[src/rtl/rr_job_scheduler.sv]
// Round-robin job scheduler sharing one start/done worker among N_REQ clients.
// Optional watchdog on the WAIT state is built when WATCHDOG_EN is defined.
module rr_job_scheduler #(
    parameter int N_REQ   = 4,
    parameter int TIMEOUT = 16
) (
    input  logic             clk,
    input  logic             reset,
    input  logic [N_REQ-1:0] req,
    output logic [N_REQ-1:0] grant,
    output logic [N_REQ-1:0] ack,
    output logic             worker_start,
    input  logic             worker_done,
    output logic             busy,
    output logic             timeout_err,
    output logic [1:0]       state_out
);

    localparam int PTR_W = $clog2(N_REQ);

    typedef enum logic [1:0] {
        S_IDLE  = 2'b00,
        S_ISSUE = 2'b01,
        S_WAIT  = 2'b10,
        S_DONE  = 2'b11
    } state_e;

    generate
        if (N_REQ < 2 || TIMEOUT < 1) begin : g_bad_cfg
            $error("rr_job_scheduler: need N_REQ >= 2 and TIMEOUT >= 1");
        end
    endgenerate

    state_e             state_q, state_d;
    logic [N_REQ-1:0]   grant_q, grant_d;
    logic [PTR_W-1:0]   ptr_q, ptr_d;
    logic [PTR_W-1:0]   win_q, win_d;

`ifdef WATCHDOG_EN
    localparam int CNT_W = $clog2(TIMEOUT + 1);
    logic [CNT_W-1:0]   cnt_q, cnt_d;
    logic               to_q, to_d;
`endif

    // Rotating priority scan: the client just served gets lowest priority.
    logic               found;
    logic [PTR_W-1:0]   win_idx;
    logic [PTR_W-1:0]   cand;
    int                 idx;

    always_comb begin
        found   = 1'b0;
        win_idx = ptr_q;
        cand    = ptr_q;
        idx     = 0;
        for (int k = 1; k <= N_REQ; k++) begin
            idx  = (int'(ptr_q) + k) % N_REQ;
            cand = PTR_W'(idx);
            if (!found && req[cand]) begin
                found   = 1'b1;
                win_idx = cand;
            end
        end
    end

    always_ff @(posedge clk or posedge reset) begin
        if (reset) begin
            state_q <= S_IDLE;
            grant_q <= '0;
            ptr_q   <= PTR_W'(N_REQ - 1);
            win_q   <= '0;
`ifdef WATCHDOG_EN
            cnt_q   <= '0;
            to_q    <= 1'b0;
`endif
        end else begin
            state_q <= state_d;
            grant_q <= grant_d;
            ptr_q   <= ptr_d;
            win_q   <= win_d;
`ifdef WATCHDOG_EN
            cnt_q   <= cnt_d;
            to_q    <= to_d;
`endif
        end
    end

    always_comb begin
        state_d = state_q;
        grant_d = grant_q;
        ptr_d   = ptr_q;
        win_d   = win_q;
`ifdef WATCHDOG_EN
        cnt_d   = cnt_q;
        to_d    = to_q;
`endif
        unique case (state_q)
            S_IDLE: begin
                grant_d = '0;
                if (found) begin
                    grant_d[win_idx] = 1'b1;
                    win_d            = win_idx;
                    state_d          = S_ISSUE;
                end
            end
            S_ISSUE: begin
                state_d = S_WAIT;
`ifdef WATCHDOG_EN
                cnt_d   = '0;
                to_d    = 1'b0;
`endif
            end
            S_WAIT: begin
`ifdef WATCHDOG_EN
                cnt_d = cnt_q + CNT_W'(1);
                if (worker_done) begin
                    state_d = S_DONE;
                end else if (cnt_q == CNT_W'(TIMEOUT - 1)) begin
                    state_d = S_DONE;
                    to_d    = 1'b1;
                end
`else
                if (worker_done) begin
                    state_d = S_DONE;
                end
`endif
            end
            S_DONE: begin
                ptr_d   = win_q;
                grant_d = '0;
                state_d = S_IDLE;
            end
            default: state_d = S_IDLE;
        endcase
    end

    always_comb begin
        grant        = grant_q;
        ack          = '0;
        worker_start = 1'b0;
        busy         = (state_q != S_IDLE);
        timeout_err  = 1'b0;
        state_out    = state_q;
        unique case (state_q)
            S_IDLE:  ;
            S_ISSUE: worker_start = 1'b1;
            S_WAIT:  ;
            S_DONE: begin
                ack = grant_q;
`ifdef WATCHDOG_EN
                timeout_err = to_q;
`endif
            end
            default: ;
        endcase
    end

endmodule

[config.mk]
export PLATFORM = sky130hd
export DESIGN_NAME = rr_job_scheduler
export DESIGN_NICKNAME = d
export VERILOG_FILES = /design/src/rtl/rr_job_scheduler.sv
export SDC_FILE = /design/constraint.sdc
export NUM_CORES = 1
export LEC_CHECK = 0
export CAP_MARGIN = 0
export CORE_UTILIZATION = 45
export CTS_BUF_LIST = sky130_fd_sc_hd__clkbuf_2
export CTS_CLUSTER_SIZE = 28
export DETAILED_ROUTE_END_ITERATION = 10
export PLACE_DENSITY_LB_ADDON = 0.2
export SYNTH_ARGS = -nofsm -noshare
export SYNTH_HDL_FRONTEND = slang
export SYNTH_SLANG_ARGS = --single-unit
[constraint.sdc]
create_clock -name clk -period 1.9 [get_ports clk]
set_input_delay 0.285 -clock clk [delete_from_list [all_inputs] [get_ports clk]]
set_output_delay 0.285 -clock clk [all_outputs]
set_load 0.02 [all_outputs]
==> impl_metrics.ini, run 1 <==
[worst_setup_path]
cp.required_ps = 1620
worst-setup-path-type = register to primary output
cp.arrival_ps = 1430
start_kind = register
slowest_delay_ps = 440
critPathMostFrequentCell = inv_1
crit_path_end_kind = primary output
crit_buf_inv = 3
cp_top_family = buffers and inverters
path_max_fanout = 4
path_cells = inv_1, ha_1, inv_1, dlygate4sd2_1
rrSetupSlack_ps = 260
cp_slowest_cell = dfrtp_1

[logic_synthesis]
synth_compound_gate_area_share_pct = 17.4
synth_edf_count = 0
ys_seq_area_share_pct = 42.8
synth_async_sr_flop_share_pct = 100
synth_ff_type = dfrtp_1
synthXorXnorAreaFrac_pct = 0
synthSimpleGateAreaFrac_pct = 17.2
synth_top_family_by_area = compound AO/OA/AOI/OAI gates
avgSynthCellArea_um2 = 9.84
syn-num-nets = 72
synth_seq_cells = 10
yosys-mux-area-fraction_pct = 6.36
syn-cell-area_um2 = 591
yosysUniqueCellTypes = 26
synthAdderAreaFrac_pct = 10.6
postSynthCellCount = 60
yosysWarnings = 0

[power_and_ir_drop]
p_leak_nw = 0.445
power_frac_comb_pct = 59.4
ir_worst_vdd_mv = 0.956
p_switching_w = 0.000564
swShare_pct = 42.9
clock_power_share_pct = 9.0
p_int_w = 0.000749
p_per_area_nw_per_um2 = 1570
seqPwrFrac_pct = 31.6

[worst_hold_path]
hold_path_class = input port to asynchronous set/reset pin

[finish]
drive_above_1_share_pct = 15.7
instances_no_fill = 97
area_growth_pct = 41.5
post-route-util_pct = 72.3
nets = 96
final_area_um2 = 836
fillers = 95
diodes = 0
layout.cells.most_common_list = clkdlybuf4s50_1 (12), dfrtp_1 (7), inv_1 (6)
final_common_cell = clkdlybuf4s50_1

[placed_design]
gp_congestion = 0.809
dp_cells = 92
dp_slack_ps = 47.3
port_buffers = 18
dp_hpwl_um = 843
placed_area_um2 = 788

[clocking]
clkLatencyLatePin_ps = 260
cts.sinks = 10
cts_tree = yes
root_buffer = clkbuf_2
cts_hold_buf = 0
numCtsBuffers = 3
h-tree-depth = 1
cts.clk_slew.worst_paths_ps = 110
cts.path.max_buffers = 2

[floorplan]
num_rows = 12
die-area_um2 = 1460
io_pins = 20
die-width_um = 38.2
coreArea_um2 = 1160
die_h_um = 38.2
start_util_pct = 51.1

[routing]
vias = 513
routed_via_density = 5.29
drt_iter0_drc = 6
wl_per_cell_um = 11.7
drc_errors = 0
ant_nets = 0
wirelength_um = 1140
drtPass1Iterations = 4

[timing]
final_max_slew_viol_count = 0
setup_violations = 0
max_freq_ghz = 0.582
fin_worst_skew_ps = 21.0
period_minus_slack_ps = 1720
period_share_pct = 90.5
finalHoldViolations = 0
rsz0062_at_grt = false
setup_ws_ps = 181
finalSetupTns_ps = 0

[grt]
grtUsageTotal_pct = 18.9
antenna_found_initial = 0
grt_pass1_wl_um = 1870
first_global_vias = 455
grt_max_degree = 11
overflow = 0

[outcome]
outcome = finished, final reports clean

[flow_run]
max_cap_violations = 0
-- logic make-up (layout without fill, tap and decap cells) --
family / Yosys count / count (layout)
mux: 3 / 3
simple gates: 19 / 19
fa+ha+maj: 5 / 5
other cells: 1 / 1
buf+inv: 7 / 30
compound gates: 15 / 15
flops: 10 / 10
-- final cells by class --
type | instances | area, µm² | area share, %
Clock buffer | 3 | 15.0 | 1.80
Clock inverter | 1 | 3.75 | 0.449
Inverter | 6 | 22.5 | 2.69
Multi-Input combinational cell | 43 | 320 | 38.3
Sequential cell | 10 | 254 | 30.4
Tap cell | 14 | 17.5 | 2.10
Timing Repair Buffer | 20 | 203 | 24.3
-- power by group through the flow --
stage	sequential [W]	combinational [W]	clock [W]
2_1_floorplan	0.000448	0.000454	0
6_report	0.000415	0.000780	0.000118
3_3_place_gp	0.000405	0.000760	0
4_1_cts	0.000411	0.000788	0.000124
3_5_place_dp	0.000407	0.000765	0
5_1_grt	0.000426	0.000864	0.000131
-- registers in the layout, indices dropped and copies added, names as in the netlist --
| signal | flops |
|---|---|
| grant | 4 |
| ptr_q | 2 |
| win_q | 2 |
| state_out | 2 |
-- final timing paths --
| kind | startpoint | cells after the start | end |
|---|---|---|---|
| max | state_out[1] | 4 | busy |
| min | reset | 2 | state_out[1] |
| max reg2reg | state_out[1] | 5 | grant[2] |
| min reg2reg | win_q[1] | 2 | win_q[1] |
| max in group asynchronous | reset | 2 | ptr_q[1] |
| min in group clk | win_q[1] | 2 | win_q[1] |
-- cell usage after synthesis (all sizes together), types with 2 or more instances --
cell type,number,area [µm²]
ha,5,62.6
o21ai,5,25.0
dfstp,2,52.6
nor2b,2,12.5
or2b,2,16.3
dfrtp,8,200
inv,6,22.5
o31ai,2,15.0
a32o,2,20.0
mux2,3,37.5
nand2,4,15.0
a21oi,2,10.0
and2,4,25.0
nor2,4,15.0
-- metrics by stage --
stage / hold WS (ps) / power (W)
2_1_floorplan: 124 / 0.000902
3_3_place_gp: 482 / 0.00116
3_5_place_dp: 482 / 0.00117
4_1_cts: 279 / 0.00132
5_1_grt: 307 / 0.00142
6_report: 275 / 0.00131
-- timing repair --
item,in CTS,in global routing
buffers inserted,1,0
setup endpoints to repair,5,4
gates resized for setup,5,4
cloned,0,0
-- per-layer routing --
| layer | GRT usage (%) | wire length [µm] |
|---|---|---|
| met1 | 22.7 | 489 |
| met4 | 2.68 | 0 |
| met3 | 8.72 | 100 |
| met5 | 0 | 0 |
| met2 | 31.4 | 548 |
Power figures use the tool's default switching activity.
==> run 2, diff against run 1 <==
Settings changed: SLEW_MARGIN set to 20.
==> results of run 2 <==
No change in the layout: final DEF, timing and power equal those of run 1.
==> run 3, diff against run 2 <==
Settings changed: SKIP_LAST_GASP set to 1.
==> results of run 3 <==
No change in the layout: final DEF, timing and power equal those of run 1.
